<file path="src/rtl/trap_seq_ctrl.sv">
// Decode-stage trap sequencer: drains older instructions, issues one CSR trap write
// or mret restore, then redirects fetch to mtvec/mepc and flushes ID.
module trap_seq_ctrl #(
  parameter logic [31:0] MCAUSE_ILLEGAL = 32'd2,
  parameter logic [31:0] MCAUSE_ECALL   = 32'd11,
  parameter int          CNT_W          = 16
) (
  input  logic             clk,
  input  logic             rst,
  input  logic             id_valid,
  input  logic [31:0]      id_pc,
  input  logic [31:0]      id_ir,
  input  logic             is_illegal_ir,
  input  logic             is_ecall,
  input  logic             is_mret,
  input  logic             older_inflight,
  input  logic             ex_redirect,
  input  logic [31:0]      mtvec,
  input  logic [31:0]      mepc,
  output logic             stall_if_id,
  output logic             flush_id,
  output logic             redirect_valid,
  output logic [31:0]      redirect_pc,
  output logic             csr_trap_we,
  output logic [31:0]      csr_mepc_wdata,
  output logic [31:0]      csr_mcause_wdata,
  output logic [31:0]      csr_mtval_wdata,
  output logic             csr_mret_we,
  output logic             busy,
  output logic [CNT_W-1:0] trap_cnt
);

  typedef enum logic [1:0] {IDLE, DRAIN, COMMIT, REDIRECT} state_t;
  typedef enum logic [1:0] {K_ILL, K_ECALL, K_MRET} kind_t;

  state_t      state;
  kind_t       kind;
  logic [31:0] trap_pc;
  logic [31:0] trap_ir;
  logic        event_hit;

  function automatic kind_t decode_kind(input logic ill, input logic ecall);
    if (ill)        return K_ILL;
    else if (ecall) return K_ECALL;
    else            return K_MRET;
  endfunction

  function automatic logic [CNT_W-1:0] sat_inc(input logic [CNT_W-1:0] v);
    if (v == {CNT_W{1'b1}}) return v;
    else                    return v + 1'b1;
  endfunction

  // An event seen alongside an EX redirect is on the wrong path and is dropped.
  assign event_hit = id_valid && !ex_redirect && (is_illegal_ir || is_ecall || is_mret);

  always_ff @(posedge clk) begin
    if (rst) begin
      state    <= IDLE;
      kind     <= K_ILL;
      trap_pc  <= '0;
      trap_ir  <= '0;
      trap_cnt <= '0;
    end else begin
      case (state)
        IDLE: begin
          if (event_hit) begin
            trap_pc <= id_pc;
            trap_ir <= id_ir;
            kind    <= decode_kind(is_illegal_ir, is_ecall);
            state   <= DRAIN;
          end
        end
        DRAIN: begin
          if (ex_redirect)         state <= IDLE;
          else if (!older_inflight) state <= COMMIT;
        end
        COMMIT: begin
          if (kind != K_MRET) trap_cnt <= sat_inc(trap_cnt);
          state <= REDIRECT;
        end
        REDIRECT: state <= IDLE;
        default:  state <= IDLE;
      endcase
    end
  end

  // Outputs decode the registered state; redirect_pc samples the CSRs live so
  // it reflects the write made during COMMIT.
  always_comb begin
    stall_if_id      = 1'b0;
    flush_id         = 1'b0;
    redirect_valid   = 1'b0;
    redirect_pc      = '0;
    csr_trap_we      = 1'b0;
    csr_mepc_wdata   = '0;
    csr_mcause_wdata = '0;
    csr_mtval_wdata  = '0;
    csr_mret_we      = 1'b0;
    busy             = 1'b0;
    case (state)
      IDLE: stall_if_id = event_hit;
      DRAIN: begin
        stall_if_id = 1'b1;
        busy        = 1'b1;
        flush_id    = ex_redirect;
      end
      COMMIT: begin
        stall_if_id = 1'b1;
        busy        = 1'b1;
        if (kind == K_MRET) begin
          csr_mret_we = 1'b1;
        end else begin
          csr_trap_we      = 1'b1;
          csr_mepc_wdata   = trap_pc;
          csr_mcause_wdata = (kind == K_ILL) ? MCAUSE_ILLEGAL : MCAUSE_ECALL;
          csr_mtval_wdata  = (kind == K_ILL) ? trap_ir : 32'd0;
        end
      end
      REDIRECT: begin
        busy           = 1'b1;
        redirect_valid = 1'b1;
        flush_id       = 1'b1;
        redirect_pc    = (kind == K_MRET) ? (mepc & ~32'd3) : (mtvec & ~32'd3);
      end
      default: ;
    endcase
  end

endmodule

</file>
<file path="config.mk">
export PLATFORM = sky130hd
export DESIGN_NAME = trap_seq_ctrl
export DESIGN_NICKNAME = d
export VERILOG_FILES = /design/src/rtl/trap_seq_ctrl.sv
export SDC_FILE = /design/constraint.sdc
export NUM_CORES = 1
export LEC_CHECK = 0
export CORE_MARGIN = 4
export CORE_UTILIZATION = 40
export DETAILED_ROUTE_END_ITERATION = 6
export PLACE_DENSITY = 0.87
export SLEW_MARGIN = 20
export SYNTH_ARGS = -nofsm -noshare
export SYNTH_HDL_FRONTEND = slang
export SYNTH_SLANG_ARGS = --single-unit
</file>
<file path="constraint.sdc">
create_clock -name clk -period 4.2 [get_ports clk]
set_input_delay 0.84 -clock clk [delete_from_list [all_inputs] [get_ports clk]]
set_output_delay 0.84 -clock clk [all_outputs]
set_load 0.05 [all_outputs]
</file>
Word level (Yosys, flattened, before mapping)
Cells that the tools add are included.
{"block": "totals", "ff_bits": 84, "output_inout_bits": 150, "input_bits": 136, "wordCells": 51}
{"block": "op_classes", "mux": 24, "n_bitwise": 1, "n_reduce_logical": 12, "n_eq_ne": 8, "n_addsub": 1}
{"op": "$mux 32", "n": 7}
{"op": "$add 16x1->16 const B", "n": 1}
{"op": "$eq 16x16->1 const B", "n": 1}
{"op": "$mux 4", "n": 3}
{"op": "$mux 2", "n": 5}
{"op": "$pmux 2 s4", "n": 1}
{"op": "$eq 2x2->1 const B", "n": 3}
{"op": "$mux 1", "n": 6}
{"op": "$logic_not 2->1", "n": 2}
{"op": "$ne 2x2->1 const B", "n": 2}
{"op": "$pmux 1 s2", "n": 2}
{"op": "$reduce_and 2->1", "n": 2}
{"op": "$ne 3x3->1 const B", "n": 1}
{"op": "$reduce_and 3->1", "n": 1}
{"op": "$reduce_or 3->1", "n": 1}
{"op": "$eq 2x1->1 const B", "n": 1}
{"op": "$logic_and 1x1->1", "n": 2}
{"op": "$logic_or 1x1->1", "n": 2}
{"op": "$reduce_or 2->1", "n": 1}
{"op": "$logic_not 1->1", "n": 1}
{"op": "$not 1->1", "n": 1}

Logic depth before layout (Yosys ltp)
Gate-level depths: netlist of the first run.
{"block": "depth", "ltp_word": 5, "ltp_mapped": 8, "depth_no_buf": 6}

Worst setup path after synthesis of the first run
No wires, ideal clock.
{"block": "synth_timing", "path_kind": "reg2out", "from": "register state[0]", "to": "output port redirect_pc[23]", "arrival_ps": 2385, "n_path_buf": 1, "path_stages_with_launch": 4, "path_slack_ps": 975, "path_cell_list": "dfxtp_1 > ha_1 > clkbuf_1 > a21boi_0"}
{"block": "synth_between", "elab_chain_len": 2}
{"item": "start: declaration", "line_no": "36", "source": "state_t state;"}
{"item": "start signal: assignment", "line_no": "58", "source": "state <= IDLE;"}
{"item": "start signal: assignment", "line_no": "70", "source": "state <= DRAIN;"}
{"item": "start signal: assignment", "line_no": "74", "source": "if (ex_redirect) state <= IDLE;"}
{"item": "$eq 2x2->1", "line_no": "100", "source": "case (state)"}
{"item": "$mux 32", "line_no": "100"}
{"item": "end: declaration", "line_no": "23", "source": "output logic [31:0] redirect_pc,"}
Every way passes these cells.

Worst setup path in the final report of the first run
{"block": "layout_timing", "from": "register state[0]", "to": "output port redirect_pc[26]"}
Same word-level chain as after synthesis.

==> impl_summary.txt, run 1 <==
----------------------------------------------------
[Critical path]
  Signal arrival time at the worst endpoint ... 2.70 ns
  CP max-delay cell ... sky130_fd_sc_hd__clkdlybuf4s50_1
  Worst R2R Path Depth ... 6
  Biggest fanout along the worst timing path ... 24
  Start-to-end type of the worst setup path ... reg2out
  Critical Path, Cell by Cell ... ha_1, buf_4, a21boi_0, clkdlybuf4s50_1
  Required time of the critical path ... between 3 and 4 ns
  Largest stage delay on the critical path ... just over 0.8 ns
  Sort of element at the start of the critical path ... register
  Endpoint kind of the worst setup timing path ... primary output

[Floorplan]
  Overall die area ... between 10000 and 15000 µm²
  Number of primary I/O pins ... roughly 290
  Floorplan core area ... about 11000 µm²
  Row cnt ... 38
  Chip Width ... around 110 µm
  Initial Utilization ... 0.4105
  Die Ht ... roughly 110 µm

[STA]
  Final clock skew ... around 0.0085 ns
  Pin slew with the least headroom to its limit ... 0.9176 ns
  Max-slew headroom ... 0.3882
  Max Transition Viols Final ... 0
  Final cycle utilization of the critical path ... 0.8438
  Highest Clock Rate ... between 200 and 300 MHz
  Final setup violation count ... 0
  Unrepaired setup endpoints after global routing ... no
  Shortest period the worst path allows ... roughly 3.5 ns
  Final worst hold slack ... roughly 0.45 ns
  Number of hold violations in the final report ... 0
  Setup total negative slack ... 0 ns

[Outcome]
  Result of the run ... completed

[Layout]
  Area delta synth->final ... 64.33%
  Share of layout cells above drive strength 1 ... 0.08178
  Cell area after layout ... about 7400 µm²
  # diodes ... 0
  Final instance count without filler cells ... roughly 1000
  Final net count ... between 900 and 1000

[Route]
  Final Routed Wirelength ... 14610 µm
  Average wire length per cell after detail routing ... between 10 and 15 µm
  Vias ... 4891
  Number of detailed-routing iterations run before antenna repair ... 4
  Remaining DRCs ... 0
  First DRT Iteration DRCs ... between 200 and 300
  Number of antenna-violating nets in the routed design ... 0
  Number of vias per cell after detailed routing ... 4.911

[Min path]
  Tightest Hold Check Type ... reg2reg
  WHS Path Cells ... 2

[Power]
  Static leakage power ... 2.859 nW
  Power density normalized to cell area ... 272.4 nW/µm²
  Peak supply drop ... ~250 µV

[Global route]
  Global-route usage over all layers ... 0.2138
  Gr ovfl total ... 0
  Maximum number of pins on one net before global-route repair ... 66
  Number of global-route vias before repair ... about 4500
  Antenna violations before repair ... 0
  Wire length of the first global-routing pass ... around 23000 µm

[Synthesis]
  Flops & latches, synth ... 84
  Post-synthesis sequential area ratio ... 0.3746
  Number of distinct library cell variants in the gate-level netlist after synthesis ... 41
  Cell count after synthesis ... approximately 630
  Post-synthesis average cell area ... 7.183 µm²
  Yosys warnings ... 0
  Cell area after technology mapping ... about 4500 µm²

[Placement]
  Dpl cell area ... approximately 7100 µm²
  Input/output buffers ... between 200 and 300
  Sum of net half-perimeters after detailed placement ... between 10000 and 15000 µm
  Cell total after placement ... slightly below 1000
  Routability-driven placement congestion ratio ... around 0.8

[Clocking]
  Root buffer selected by CTS ... sky130_fd_sc_hd__clkbuf_16
  Cts repair resizes ... 0
  Count of hold buffers inserted by post-cts repair ... 0
  CTS H-Tree Depth ... 3
  Clock Sink Count ... 84
  CTS tree ... built
  Maximum buffer depth of the clock tree ... 2
  Clock transition at path regs ... ~0.060 ns
  TritonCTS Buffers ... 9
  Clock insertion delay at the later pin of the skew report ... approximately 0.33 ns
  Setup Fix Bufs, Post-CTS ... 0

[Run]
  Max-cap viol count ... 0

----------------------------------------------------
## cells by family after synthesis
group           count (synthesis)  share of synthesized area
simple gates                  319                     0.3367
buf+inv                        84                    0.09811
mux                             2                   0.005016
flops                          84                     0.3746
fa+ha+maj                       6                    0.01672
compound gates                129                     0.1681
other cells                     1                  0.0008353
## cells in the mapped netlist
library cell / number / area share
sky130_fd_sc_hd__or3_1: 7 / 0.0098
sky130_fd_sc_hd__o31ai_1: 5 / 0.0084
sky130_fd_sc_hd__inv_1: 7 / 0.0059
sky130_fd_sc_hd__a21o_1: 1 / 0.0017
sky130_fd_sc_hd__nor2_1: 7 / 0.0059
sky130_fd_sc_hd__and4_1: 1 / 0.0020
sky130_fd_sc_hd__dfxtp_1: 84 / 0.37
sky130_fd_sc_hd__nor3_1: 4 / 0.0045
sky130_fd_sc_hd__nand2b_1: 2 / 0.0028
sky130_fd_sc_hd__and2_1: 36 / 0.050
sky130_fd_sc_hd__buf_2: 1 / 0.0011
sky130_fd_sc_hd__o21a_1: 1 / 0.0017
sky130_fd_sc_hd__o211ai_1: 1 / 0.0017
sky130_fd_sc_hd__and3_1: 33 / 0.046
sky130_fd_sc_hd__nor2b_1: 4 / 0.0056
sky130_fd_sc_hd__nand2_1: 198 / 0.17
sky130_fd_sc_hd__nor3b_1: 2 / 0.0033
sky130_fd_sc_hd__nand3b_1: 2 / 0.0033
sky130_fd_sc_hd__or4_1: 6 / 0.010
sky130_fd_sc_hd__ha_1: 6 / 0.017
sky130_fd_sc_hd__mux2_1: 1 / 0.0025
sky130_fd_sc_hd__or3b_2: 1 / 0.0020
sky130_fd_sc_hd__a311oi_1: 1 / 0.0020
sky130_fd_sc_hd__or3_4: 1 / 0.0025
sky130_fd_sc_hd__o21ai_0: 7 / 0.0078
sky130_fd_sc_hd__a21oi_1: 80 / 0.089
sky130_fd_sc_hd__buf_1: 8 / 0.0067
sky130_fd_sc_hd__conb_1: 1 / 0.00084
sky130_fd_sc_hd__nor4_2: 1 / 0.0028
sky130_fd_sc_hd__a211oi_1: 1 / 0.0017
sky130_fd_sc_hd__nor4_1: 2 / 0.0028
sky130_fd_sc_hd__o2111ai_1: 1 / 0.0020
sky130_fd_sc_hd__buf_4: 33 / 0.055
sky130_fd_sc_hd__a21boi_0: 30 / 0.050
sky130_fd_sc_hd__nand4_2: 1 / 0.0028
sky130_fd_sc_hd__nand4_1: 7 / 0.0098
sky130_fd_sc_hd__nor4b_1: 1 / 0.0020
sky130_fd_sc_hd__mux2_2: 1 / 0.0025
sky130_fd_sc_hd__a31o_2: 1 / 0.0020
sky130_fd_sc_hd__nand3_1: 3 / 0.0033
sky130_fd_sc_hd__clkbuf_1: 35 / 0.029
## layout make-up
type	instances	area, µm²
fill	921	3558
clock buffer	11	232.7
multi-input combinational	487	2495
inverter	7	26.28
timing repair buffer	262	2705
sequential	84	1682
clock inverter	5	61.31
tap	140	175.2
## flip-flops by register name, indices dropped and copies added (netlist names), named ones only
signal	flops
trap_cnt	16
trap_ir	32
trap_pc	32
kind	2
state	1
## where the power goes
group          total (mW)  internal (mW)  switching, mW
logic               0.374          0.164          0.210
registers           0.850          0.833         0.0173
clock network       0.786          0.464          0.322
total                2.01           1.46          0.549
## cell usage in the layout (no fill, tap or decap), types with 2 or more instances in the layout
cell	n
sky130_fd_sc_hd__clkdlybuf4s50_1	216
sky130_fd_sc_hd__nand2_1	198
sky130_fd_sc_hd__dfxtp_1	84
sky130_fd_sc_hd__a21oi_1	80
sky130_fd_sc_hd__and2_1	36
sky130_fd_sc_hd__and3_1	33
sky130_fd_sc_hd__conb_1	31
sky130_fd_sc_hd__a21boi_0	30
sky130_fd_sc_hd__buf_4	29
sky130_fd_sc_hd__buf_12	16
sky130_fd_sc_hd__clkbuf_16	9
sky130_fd_sc_hd__inv_1	7
sky130_fd_sc_hd__nor2_1	7
sky130_fd_sc_hd__nand4_1	7
sky130_fd_sc_hd__o21ai_0	7
sky130_fd_sc_hd__or3_1	7
sky130_fd_sc_hd__or4_1	6
sky130_fd_sc_hd__ha_1	6
sky130_fd_sc_hd__o31ai_1	5
sky130_fd_sc_hd__nor3_1	4
sky130_fd_sc_hd__nand3_1	3
sky130_fd_sc_hd__nor2b_1	3
sky130_fd_sc_hd__clkinvlp_4	3
sky130_fd_sc_hd__nor3b_2	2
sky130_fd_sc_hd__nor4_1	2
sky130_fd_sc_hd__nand3b_1	2
sky130_fd_sc_hd__clkbuf_1	2
## critical path: cells and delay by family, from the launching register on
kind                     cells  cell delay, ns
AO/OA/AOI/OAI                1            0.21
adder cells (fa/ha/maj)      1            0.63
buffers and inverters        2            1.11
flip-flops                   1            0.42
## routing by layer
| layer | global-route usage | part of all wire | vias up |
|---|---|---|---|
| met3 | 0.08594 | 0.11 | 17 |
| li1 | - | - | 2470 |
| met2 | 0.3813 | 0.50 | 213 |
| met5 | 0 | 0 | - |
| met1 | 0.2367 | 0.37 | 2191 |
| met4 | 0.05226 | 0.017 | 0 |
## per-stage QoR
step / setup slack (ns) / power, mW / utilization
floorplan: 0.9746 / 1.092 / -
global placement: 0.7758 / 1.237 / 0.6477
detailed placement: 0.7316 / 1.244 / 0.6477
CTS: 0.5916 / 2.033 / 0.6746
global route: 0.4268 / 2.102 / 0.6746
finish: 0.6560 / 2.010 / 0.6746
## worst paths after layout
kind	start	to	slack, ns
hold reg to reg	trap_ir[0]$_SDFFE_PP0P_	trap_ir[0]$_SDFFE_PP0P_	0.45
setup / recovery	state[0]$_SDFFE_PP0P_	redirect_pc[26]	0.66
hold / removal	trap_ir[0]$_SDFFE_PP0P_	trap_ir[0]$_SDFFE_PP0P_	0.45
setup reg to reg	state[0]$_SDFFE_PP0P_	trap_cnt[15]$_SDFFE_PP0P_	1.70
No activity file was read; power rests on OpenSTA's default activity.
==> run 2, diff against run 1 <==
--- a/config.mk
+++ b/config.mk
@@ -6,9 +6,9 @@
 export NUM_CORES = 1
 export LEC_CHECK = 0
 export CORE_MARGIN = 4
-export CORE_UTILIZATION = 40
+export CORE_UTILIZATION = 37
 export DETAILED_ROUTE_END_ITERATION = 6
-export PLACE_DENSITY = 0.87
+export PLACE_DENSITY = 0.81
 export SLEW_MARGIN = 20
 export SYNTH_ARGS = -nofsm -noshare
 export SYNTH_HDL_FRONTEND = slang
==> constraint.sdc (replaced) <==
create_clock -name clk -period 3.65 [get_ports clk]
set_input_delay 0.73 -clock clk [delete_from_list [all_inputs] [get_ports clk]]
set_output_delay 0.73 -clock clk [all_outputs]
set_load 0.05 [all_outputs]
==> run 2 against run 1 <==
Against the previous run:
- hold slack improved by 0.0021 ns
- wire length increased by 4.6%
- largest power group unchanged
- non-clock buffer count increased by 1
- highest routed layer unchanged
- critical path type unchanged
- largest cell class unchanged
- die area increased by 7.5%
- sequential power increased by 15%
==> impl_summary.txt, run 2 (same netlist as run 1, synthesis figures left out) <==
----------------------------------------------------
[Critical path]
  CP max-delay cell ... sky130_fd_sc_hd__clkdlybuf4s50_1
  Signal arrival time at the worst endpoint ... 2.54 ns
  Start-to-end type of the worst setup path ... reg2out
  Reg2Reg Launch Point ... kind[0]$_SDFFE_PP0P_
  Biggest fanout along the worst timing path ... 31
  Endpoint kind of the worst setup timing path ... primary output
  Largest stage delay on the critical path ... around 0.8 ns
  Sort of element at the start of the critical path ... register
  Critical Path, Cell by Cell ... nand2b_2, buf_4, and3_1, clkdlybuf4s50_1
  Startpoint of the worst setup timing path ... kind[0]$_SDFFE_PP0P_
  Required time of the critical path ... 2.92 ns

[Clocking]
  Count of hold buffers inserted by post-cts repair ... 0
  Root buffer selected by CTS ... sky130_fd_sc_hd__clkbuf_16
  Clock insertion delay at the later pin of the skew report ... 0.33 ns
  Maximum buffer depth of the clock tree ... 2
  Clock transition at path regs ... roughly 0.06 ns
  Setup Fix Bufs, Post-CTS ... 0
  TritonCTS Buffers ... 9
  CTS tree ... built
  Cts repair resizes ... 0
  Clock Sink Count ... 84
  CTS H-Tree Depth ... 3

[STA]
  Final setup violation count ... 0
  Pin slew with the least headroom to its limit ... ~0.78 ns
  Final cycle utilization of the critical path ... 0.8951
  Max Transition Viols Final ... 0
  Highest Clock Rate ... between 300 and 400 MHz
  Setup total negative slack ... 0 ns
  Number of hold violations in the final report ... 0
  Unrepaired setup endpoints after global routing ... no
  Final clock skew ... ~0.0098 ns
  Max-slew headroom ... 0.4781
  Shortest period the worst path allows ... 3.267 ns

[Route]
  Sum of met3 wire segment lengths after detailed routing ... 1444 µm
  Vias ... about 4900
  Met2 wire len ... 7773 µm
  Remaining DRCs ... 0
  First DRT Iteration DRCs ... between 200 and 250
  Number of vias per cell after detailed routing ... between 4 and 5
  Average wire length per cell after detail routing ... about 15 µm
  Final Routed Wirelength ... 15280 µm
  Uppermost metal layer occupied by signal nets ... met4
  Number of antenna-violating nets in the routed design ... 0
  Number of detailed-routing iterations run before antenna repair ... 4
  Met1 Routed Length ... approximately 5700 µm

[Global route]
  Global-route usage over all layers ... 0.2070
  Antenna violations before repair ... 0
  Wire length of the first global-routing pass ... roughly 24000 µm
  Number of global-route vias before repair ... approximately 4600
  Gr ovfl total ... 0
  Maximum number of pins on one net before global-route repair ... between 60 and 70

[Floorplan]
  Row cnt ... 39
  Die Ht ... about 120 µm
  Floorplan core area ... 11660 µm²
  Overall die area ... about 14000 µm²
  Initial Utilization ... 0.3849
  Number of primary I/O pins ... 286
  Chip Width ... about 120 µm

[Power]
  Overall Power ... 2.369 mW
  Static leakage power ... 2.954 nW
  Peak supply drop ... 223.3 µV
  Power density normalized to cell area ... a little over 300 nW/µm²

[Layout]
  Area delta synth->final ... 70.04%
  Most frequent cells in the layout ... 211 x sky130_fd_sc_hd__clkdlybuf4s50_1, 198 x sky130_fd_sc_hd__nand2_1, 84 x sky130_fd_sc_hd__dfxtp_1
  Final net count ... between 900 and 1000
  Final instance count without filler cells ... 1000
  Cell area after layout ... around 7600 µm²
  # fillers ... 1018
  Most frequent standard cell in the layout excluding fill and tap cells ... sky130_fd_sc_hd__clkdlybuf4s50_1
  Share of layout cells above drive strength 1 ... 0.08985
  # diodes ... 0
  Leading registers by flop count ... trap_ir (32), trap_pc (32), trap_cnt (16)

[Placement]
  Cell total after placement ... 984
  Dpl cell area ... 7320 µm²
  Sum of net half-perimeters after detailed placement ... 11270 µm
  Routability-driven placement congestion ratio ... between 0.7 and 0.8
  Input/output buffers ... 250

[Outcome]
  Result of the run ... completed

[Min path]
  Start point of the worst min-delay path ... trap_ir[8]$_SDFFE_PP0P_
  Tightest Hold Check Type ... reg2reg

[Run]
  Max-cap viol count ... 0

----------------------------------------------------
[run 2: cell count changes in the layout (fill, tap and decap cells not counted)]
cell,before,now
sky130_fd_sc_hd__clkbuf_8,0,3
sky130_fd_sc_hd__clkbuf_1,2,1
sky130_fd_sc_hd__clkinvlp_4,3,0
sky130_fd_sc_hd__clkinv_4,0,1
sky130_fd_sc_hd__buf_4,29,16
sky130_fd_sc_hd__inv_6,1,0
sky130_fd_sc_hd__buf_12,16,35
sky130_fd_sc_hd__clkdlybuf4s50_1,216,211
sky130_fd_sc_hd__clkinv_2,0,1
[run 2: cell type report]
type	instances	area (µm²)	share of cell area
Timing Repair Buffer	263	2938	0.3849
Multi-Input combinational cell	487	2495	0.3268
Sequential cell	84	1682	0.2203
Clock buffer	13	270.3	0.03540
Tap cell	143	178.9	0.02344
Clock inverter	3	43.79	0.005737
Inverter	7	26.28	0.003442
[run 2: path summary, 6_finish.rpt]
kind	to	slack [ns]	cells after the start
worst max-delay path	csr_mepc_wdata[28]	0.38	4
worst min-delay path	trap_ir[8]$_SDFFE_PP0P_	0.45	2
worst max register to register	trap_cnt[15]$_SDFFE_PP0P_	0.98	6
worst min register to register	trap_ir[8]$_SDFFE_PP0P_	0.45	2
[run 2: through the flow]
stage	utilization	worst slack [ns]	hold WS (ns)
2_1_floorplan	-	0.5346	0.4317
3_3_place_gp	0.6276	0.4697	0.4367
3_5_place_dp	0.6276	0.4731	0.4420
4_1_cts	0.6545	0.3463	0.4506
5_1_grt	0.6545	0.2384	0.4622
6_report	0.6545	0.3829	0.4487
[run 2: worst max-delay path: cells and delay by family, from the launching register on]
family	cells	cell delay, ns
AND/OR/NAND/NOR	2	0.61
buffers and inverters	2	1.19
flip-flops	1	0.41
[run 2: power breakdown]
| group | leakage, nW | internal [mW] | switching [mW] |
|---|---|---|---|
| Combinational | 2.12 | 0.199 | 0.245 |
| Clock | 0.156 | 0.587 | 0.359 |
| Sequential | 0.683 | 0.959 | 0.0203 |
[run 2: routing by layer]
metal / vias up / global-route usage
li1: 2473 / -
met3: 23 / 0.08118
met2: 185 / 0.3805
met5: - / 0
met4: 0 / 0.06960
met1: 2226 / 0.2145
==> run 3, diff against run 2 <==
--- a/config.mk
+++ b/config.mk
@@ -8,6 +8,7 @@
 export CORE_MARGIN = 4
 export CORE_UTILIZATION = 37
 export DETAILED_ROUTE_END_ITERATION = 6
+export GPL_TIMING_DRIVEN = 1
 export PLACE_DENSITY = 0.81
 export SLEW_MARGIN = 20
 export SYNTH_ARGS = -nofsm -noshare
==> results of run 3 <==
The final DEF is identical to that of run 2; final timing and power are the same.
